File: src/rtl/core_run_sequencer.sv
// Purpose: preload core data memory, hold/release core reset, pulse start, watchdog the run, stream a result window back.
// Latency: load beats are written one cycle after acceptance; the first readback beat appears the cycle after core_done.
// Backpressure: load_ready drops once the last beat is taken; readback holds mem_addr/rd_data/rd_last while rd_ready is low.
module core_run_sequencer #(
    parameter int         RESET_CYCLES   = 2,
    parameter int         TIMEOUT_CYCLES = 4096,
    parameter logic [7:0] RB_BASE        = 8'h00,
    parameter int         RB_LEN         = 8
) (
    input  logic        clk,
    input  logic        reset,
    input  logic        load_valid,
    output logic        load_ready,
    input  logic [7:0]  load_addr,
    input  logic [7:0]  load_data,
    input  logic        load_last,
    output logic        mem_sel,
    output logic        mem_wen,
    output logic [7:0]  mem_addr,
    output logic [7:0]  mem_wdata,
    input  logic [7:0]  mem_rdata,
    output logic        core_reset,
    output logic        core_start,
    input  logic        core_done,
    output logic        rd_valid,
    input  logic        rd_ready,
    output logic [7:0]  rd_data,
    output logic        rd_last,
    output logic [15:0] cycles,
    output logic        finished,
    output logic        timeout
);

    typedef enum logic [2:0] {
        S_IDLE, S_LOAD, S_RSTC, S_RUN, S_DRAIN, S_FIN, S_ERR
    } state_t;

    localparam logic [15:0] RST_LAST    = 16'(RESET_CYCLES - 1);
    localparam logic [15:0] TIMEOUT_VAL = 16'(TIMEOUT_CYCLES);
    localparam logic [8:0]  RB_LAST     = 9'(RB_LEN - 1);
    localparam bit          RB_EMPTY    = (RB_LEN == 0);

    state_t      state, state_nxt;
    logic [15:0] rst_cnt;
    logic [8:0]  idx, idx_nxt;
    logic [15:0] cycles_inc;
    logic        load_acc;
    logic        rd_acc;

    assign load_acc   = load_valid & load_ready;
    assign rd_acc     = rd_valid & rd_ready;
    assign cycles_inc = (cycles == 16'hFFFF) ? cycles : cycles + 16'd1;

    // Readback byte comes straight from memory; forced to zero outside DRAIN so idle outputs read as 0.
    assign rd_data = rd_valid ? mem_rdata : 8'h00;

    // Next-state and readback index; done takes priority over the watchdog in the same cycle.
    always_comb begin
        state_nxt = state;
        idx_nxt   = idx;
        case (state)
            S_IDLE: begin
                if (load_acc) state_nxt = load_last ? S_RSTC : S_LOAD;
            end
            S_LOAD: begin
                if (load_acc && load_last) state_nxt = S_RSTC;
            end
            S_RSTC: begin
                if (rst_cnt == RST_LAST) state_nxt = S_RUN;
            end
            S_RUN: begin
                if (core_done) begin
                    state_nxt = RB_EMPTY ? S_FIN : S_DRAIN;
                    idx_nxt   = 9'd0;
                end else if (cycles_inc >= TIMEOUT_VAL) begin
                    state_nxt = S_ERR;
                end
            end
            S_DRAIN: begin
                if (rd_acc) begin
                    idx_nxt = idx + 9'd1;
                    if (rd_last) state_nxt = S_FIN;
                end
            end
            default: state_nxt = state;
        endcase
    end

    // State, counters and all registered outputs, decoded from the next state so they line up with it.
    always_ff @(posedge clk or posedge reset) begin
        if (reset) begin
            state      <= S_IDLE;
            rst_cnt    <= 16'd0;
            idx        <= 9'd0;
            cycles     <= 16'd0;
            load_ready <= 1'b0;
            mem_sel    <= 1'b1;
            mem_wen    <= 1'b0;
            mem_addr   <= 8'h00;
            mem_wdata  <= 8'h00;
            core_reset <= 1'b1;
            core_start <= 1'b0;
            rd_valid   <= 1'b0;
            rd_last    <= 1'b0;
            finished   <= 1'b0;
            timeout    <= 1'b0;
        end else begin
            state      <= state_nxt;
            idx        <= idx_nxt;
            rst_cnt    <= (state == S_RSTC) ? rst_cnt + 16'd1 : 16'd0;
            if (state == S_RUN) cycles <= cycles_inc;
            load_ready <= (state_nxt == S_IDLE) || (state_nxt == S_LOAD);
            mem_sel    <= (state_nxt != S_RUN);
            core_reset <= (state_nxt != S_RUN);
            core_start <= (state_nxt == S_RUN) && (state != S_RUN);
            rd_valid   <= (state_nxt == S_DRAIN);
            rd_last    <= (state_nxt == S_DRAIN) && (idx_nxt == RB_LAST);
            finished   <= (state_nxt == S_FIN);
            timeout    <= (state_nxt == S_ERR);
            mem_wen    <= load_acc;
            if (load_acc) begin
                mem_addr  <= load_addr;
                mem_wdata <= load_data;
            end else if (state_nxt == S_DRAIN) begin
                mem_addr  <= RB_BASE + idx_nxt[7:0];
            end
        end
    end

endmodule

File: config.mk
export PLATFORM = sky130hd
export DESIGN_NAME = core_run_sequencer
export DESIGN_NICKNAME = d
export VERILOG_FILES = /design/src/rtl/core_run_sequencer.sv
export SDC_FILE = /design/constraint.sdc
export NUM_CORES = 1
export LEC_CHECK = 0
export ABC_AREA = 0
export BUFFER_PORTS_ARGS = -buffer_cell sky130_fd_sc_hd__clkbuf_2
export CAP_MARGIN = 20
export CORE_MARGIN = 4
export CORE_UTILIZATION = 27
export CTS_CLUSTER_DIAMETER = 60
export DETAILED_ROUTE_END_ITERATION = 12
export GPL_TIMING_DRIVEN = 0
export PLACE_DENSITY_LB_ADDON = 0.2
export SETUP_SLACK_MARGIN = 0.05
export SLEW_MARGIN = 40
export SYNTH_ARGS = -nofsm -noshare
export SYNTH_HDL_FRONTEND = slang
export SYNTH_SLANG_ARGS = --single-unit
export TNS_END_PERCENT = 1
File: constraint.sdc
create_clock -name clk -period 2.7 [get_ports clk]
set_input_delay 0.81 -clock clk [delete_from_list [all_inputs] [get_ports clk]]
set_output_delay 0.81 -clock clk [all_outputs]
set_load 0.005 [all_outputs]
==> metrics.txt, run 1 <==
Final min period 2.483 ns; slew of the pin with the lowest slew margin 0.6569 ns; TritonCTS Buffers 9; starting density of the core 27.51%; top-area cell type share of the netlist area 50.95%; FFs w/ async S/R, synth 100.0%; slew margin rel. 56.04%; crit-path max FO 9; Ys Warns 0; IO Port Bufs 78; ANT nets after route 0; Max Clock Skew 0.009500 ns; global-route usage over all layers 11.28%; dominant cell by count in the synthesized netlist dfrtp_1; Final Max Slew Viols 0; largest net degree at the start of global routing 56; CTS tree yes; Main synth FF type dfrtp_1; clock sink total 68; r2r endpoint mem_addr[5]; run status completed; initial DRC count 125; post-synthesis cell count 315; RSZ-0062 raised after global routing yes; Die X 118.4 um; Post-synth EDFFs 0; Pleak 2.042 nW; Max Freq 402.7 MHz; drt drc 0; total grt overflow 0; CTS root buffer clkbuf_16; WL/cell 13.84 um; initial antenna violation count 0; Placer Congestion 0.7562; area leader, netlist dfrtp_1; via count 2593; Worst-Skew Late Latency 0.33 ns; Final WS setup 0.2165 ns; H-tree Lvls 3; clk slew on worst S/H paths 0.06 ns; number of global-route vias before repair 2626; FF+latch count, synth 68; Die Y-Extent 118.4 um; Commonest cells post-synth dfrtp_1, nand2_1, nor2_1; HP Class primary input to async pin; Core Region 11960 sq um; Synth-to-Final Area Change 28.94%; cell count after placement 541; Worst EP arrival 2.67 ns; share of cells above drive strength 1 33.98%; Seq/Total Area, Yosys 51.75%; drt pass-1 iters 4; # nets final 441; first-pass GRT wire length 13080 um; CP Launch Type flip-flop; synth unique cells 41; CP Launch Point cycles[0]; drt via density 4.639; fin util 35.47%; Setup Viol. Count Final 0; Cell Pwr Density 716.8 nW/um^2; CP Data Required Time 2.89 ns; r2r setup slk 0.22 ns; Setup WS pre-CTS -0.07396 ns; io pins 79; Antenna Cells 0; FILL cells 1229; Area contributors post-synth dfrtp_1, mux2_2, nand2_1; FF-to-FF path depth 8; number of max-cap violations 0; DP HPWL 5527 um; Worst Setup EP mem_addr[5]; Layout Cells excl Fill 559; Avg Inst Size Synth 10.45 sq um; period utilization 91.98%; largest vdd supply drop 0.3387 mV; routed wire length 7734 um; maximum buffer depth of the clock tree 2; Fin. Hold Viols 0; critical path type flip-flop to flip-flop; Critical Path End Type flip-flop; synthesized area 3291 sq um; reg-to-reg critical path startpoint cycles[0]; die area 14020 sq um; # rows 40; syn nets 349
per-layer routing:
metal | track usage, % | vias to the layer above | routed length, um
met5 | 0 | - | 0
met4 | 3.621 | 0 | 61
met3 | 3.397 | 6 | 324
met2 | 17.76 | 56 | 3635
met1 | 14.86 | 1243 | 3712
li1 | - | 1288 | -
per-stage QoR:
stage / power (mW) / hold slack (ns) / setup TNS, ns / instance area, sq um
6_report: 3.041 / 0.3894 / 0 / 4243
3_3_place_gp: 1.928 / 0.4655 / -55.35 / 3865
4_1_cts: 3.050 / 0.3827 / 0 / 4187
3_5_place_dp: 1.951 / 0.4683 / -0.2009 / 3897
5_1_grt: 3.232 / 0.3897 / 0 / 4243
2_1_floorplan: 1.690 / 0.4359 / 0 / 3291
sequential cells by signal, summed over array words and instances (netlist names), 3 cells and up:
name       flops
cycles        16
idx            9
mem_addr       8
mem_wdata      8
rst_cnt       16
state          3
worst min path at each step:
stage	from	end	cells past startpoint
after floorplan	idx[8]	idx[8]	1
after global placement	idx[8]	idx[8]	1
after detailed placement	idx[8]	idx[8]	1
after CTS	reset	rst_cnt[2]	2
after global routing	reset	rst_cnt[3]	2
final	reset	rst_cnt[3]	2
cell type report:
cell class	count	area, sq um	area share, %
flip-flops and latches	68	1703	40.14
clock buffers	9	225.2	5.308
plain buffers	12	71.32	1.681
inverters	11	51.30	1.209
multi-input cells	224	1531	36.10
well taps	147	183.9	4.335
repair buffers	81	432.9	10.20
clock inverters	7	43.79	1.032
layout by cell type (no fill, tap or decap), types with 10 or more instances in the layout:
master / Yosys / final
clkbuf_2: 0 / 78
a21oi_1: 11 / 10
and2_1: 11 / 11
nand4_1: 11 / 11
xnor2_1: 11 / 11
dfrtp_1: 67 / 67
nor2_1: 34 / 34
nand2_1: 34 / 34
nand3_1: 18 / 18
xor2_1: 14 / 14
mux2_2: 12 / 12
what timing repair did:
| item | in CTS | in global routing |
|---|---|---|
| buffers inserted | 0 | 2 |
| hold buffers | 0 | 0 |
| endpoints found under the hold margin | 0 | 0 |
| resized for setup | 3 | 6 |
| pin swaps | 1 | 1 |
| endpoints found under the setup margin | 7 | 8 |
worst max-delay path, stage by stage, from the launching register on:
cell and delay [ns]:
dfrtp_1 0.39, ha_1 0.26, nand3_1 0.14, nor3_4 0.27, mux2_2 0.40, o21ai_4 0.26
clkinv_4 0.16, nor4_1 0.38, o31ai_2 0.08
logic make-up after synthesis:
kind of cell             share of synthesized area, %
AO/OA/AOI/OAI                                   6.958
AND/OR/NAND/NOR                                 23.00
flip-flops                                      51.75
XOR/XNOR                                        6.654
multiplexers                                    6.540
adder cells (fa/ha/maj)                         1.521
buffers and inverters                           3.574
where the power goes:
group	internal (mW)	switching, mW	total, mW
logic	0.358	0.394	0.753
clock network	0.615	0.445	1.06
registers	1.14	0.0860	1.23
Note: power is estimated with default switching activity, not from simulation.
==> run 2, diff against run 1 <==
Settings changed: CTS_CLUSTER_SIZE from default to 16.
Clock period 2.7 ns to 2.9 ns, I/O delays scaled along.
==> run 2 against run 1 <==
Net effect: global-route usage hardly changed; wire length down 2.2%; total power is 8.8% lower; hold slack improved by 0.060 ns; sequential share of layout area rose by 0.67 points; critical path type unchanged; die area is the same; clock-buffer cell count unchanged; via count fell by 0.85%; final cell count shrank 0.36%; utilization decreased by 0.59 points.
==> metrics.txt, run 2 (synthesis gave the netlist of run 1 again) <==
run status completed (unchanged); H-tree Lvls 3 (unchanged); Synth-to-Final Area Change 26.81% (was 28.94%); IO Port Bufs 78 (unchanged); largest vdd supply drop 0.3035 mV (was 0.3387 mV); Core Region 11960 sq um (unchanged); Placer Congestion 0.7562 (unchanged); ANT nets after route 0 (unchanged); reg-to-reg critical path startpoint cycles[0] (unchanged); crit-path max FO 9 (unchanged); slew of the pin with the lowest slew margin 0.8000 ns (was 0.6569 ns); DP HPWL 5527 um (unchanged); Final min period 2.628 ns (was 2.483 ns); Fin. Hold Viols 0 (unchanged); CTS root buffer clkbuf_16 (unchanged); drt pass-1 iters 4 (unchanged); initial DRC count 123 (was 125); CP Launch Type flip-flop (unchanged); switching power 834.9 uW (was 925.4 uW); largest net degree at the start of global routing 56 (unchanged); Layout Cells excl Fill 557 (was 559); Die X 118.4 um (unchanged); number of max-cap violations 0 (unchanged); initial antenna violation count 0 (unchanged); share of cells above drive strength 1 31.71% (was 33.98%); CTS tree yes (unchanged); clk slew on worst S/H paths 0.06 ns (about the same); slew margin rel. 46.67% (was 56.04%); period utilization 90.60% (was 91.98%); first-pass GRT wire length 13060 um (was 13080 um); # nets final 439 (was 441); Critical Path End Type flip-flop (unchanged); CP Data Required Time 3.09 ns (was 2.89 ns); r2r endpoint mem_addr[2] (was mem_addr[5]); clock power share 35.5% (was 34.9%); register share of total power 41.2% (was 40.4%); FF-to-FF path depth 8 (unchanged); Setup Viol. Count Final 0 (unchanged); drt drc 0 (unchanged); drt via density 4.616 (was 4.639); Cell Pwr Density 665.0 nW/um^2 (was 716.8 nW/um^2); sw frac 30.09% (was 30.43%); Pint 1.940 mW (was 2.116 mW); maximum buffer depth of the clock tree 2 (unchanged); Pleak 2.022 nW (was 2.042 nW); commonest cells after routing, fill and taps aside clkbuf_2, dfrtp_1, nor2_1, nand2_1, nand3_1 (unchanged); starting density of the core 27.51% (unchanged); cell count after placement 541 (unchanged); WL/cell 13.58 um (was 13.84 um); Final WS setup 0.2725 ns (was 0.2165 ns); HP Class primary input to async pin (unchanged); critical path type flip-flop to flip-flop (unchanged); Final Max Slew Viols 0 (unchanged); Die Y-Extent 118.4 um (unchanged); Antenna Cells 0 (unchanged); # hold bufs at CTS 0 (unchanged); io pins 79 (unchanged); routed wire length 7564 um (was 7734 um); via count 2571 (was 2593); Worst-Skew Late Latency 0.33 ns (about the same); clock sink total 68 (unchanged); # rows 40 (unchanged); die area 14020 sq um (unchanged); Regs by FF count cycles (16), rst_cnt (16), idx (9) (unchanged); TritonCTS Buffers 9 (unchanged); combinational share of power 23.3% (was 24.7%); number of global-route vias before repair 2623 (was 2626); total grt overflow 0 (unchanged); r2r setup slk 0.27 ns (was 0.22 ns); Max Freq 380.6 MHz (was 402.7 MHz); commonest non-fill, non-tap cell in the layout clkbuf_2 (unchanged); RSZ-0062 raised after global routing yes (unchanged); global-route usage over all layers 11.26% (was 11.28%); Setup WS pre-CTS 0.1260 ns (was -0.07396 ns); Worst EP arrival 2.82 ns (was 2.67 ns); Max Clock Skew 0.009447 ns (was 0.009500 ns)
[run 2: cell types whose count changed in the layout (fill, tap and decap cells not counted), sizes merged]
cell | before | now
buf | 10 | 8
[run 2: final cells by class]
cell class / count / area (sq um)
Timing Repair Buffer: 79 / 417.9
Buffer: 12 / 71.32
Tap cell: 147 / 183.9
Multi-Input combinational cell: 224 / 1476
Clock buffer: 9 / 225.2
Clock inverter: 7 / 43.79
Sequential cell: 68 / 1703
Inverter: 11 / 51.30
Fill cell: 1236 / 7789
[run 2: how the worst max path moves through the flow]
stage,startpoint,to,cells after the start
after floorplan,reset,core_start,1
after global placement,reset,mem_wdata[2],2
after detailed placement,cycles[3],mem_addr[4],7
after CTS,cycles[3],mem_addr[4],7
after global routing,cycles[0],mem_addr[4],8
final,cycles[0],mem_addr[2],8
[run 2: critical path: stages (launching register included)]
cell and delay (ns):
dfrtp_1 0.39, ha_1 0.26, nand3_1 0.14, nor3_4 0.33
mux2_2 0.39, o21ai_2 0.31, clkinv_4 0.15, nor4_1 0.43
o31ai_2 0.08
[run 2: stage by stage]
stage / TNS, ns / area [sq um] / util, % / hold WS, ns / power, mW
global route: 0 / 4173 / 34.88 / 0.4497 / 2.958
CTS: 0 / 4167 / 34.83 / 0.4427 / 2.827
floorplan: 0 / 3291 / - / 0.4359 / 1.573
finish: 0 / 4173 / 34.88 / 0.4495 / 2.775
detailed placement: 0 / 3897 / 32.58 / 0.4683 / 1.816
global placement: -45.72 / 3865 / 32.31 / 0.4655 / 1.795
[run 2: timing repair]
action,in CTS,in global routing
buffers inserted,0,0
gates resized for setup,0,1
endpoints found under the setup margin,0,8
[run 2: power groups by stage]
| stage | Sequential [mW] | Clock (mW) | Combinational [mW] |
|---|---|---|---|
| floorplan | 1.15 | 0 | 0.423 |
| global placement | 1.16 | 0 | 0.640 |
| detailed placement | 1.16 | 0 | 0.659 |
| CTS | 1.14 | 1.02 | 0.661 |
| global route | 1.16 | 1.06 | 0.734 |
| finish | 1.14 | 0.986 | 0.646 |
[run 2: layer usage]
metal	vias up	global-route usage (%)	wire (um)
met5	-	0	0
met4	0	3.621	70
met3	8	3.397	323
met2	57	17.72	3549
met1	1222	14.83	3621
li1	1284	-	-
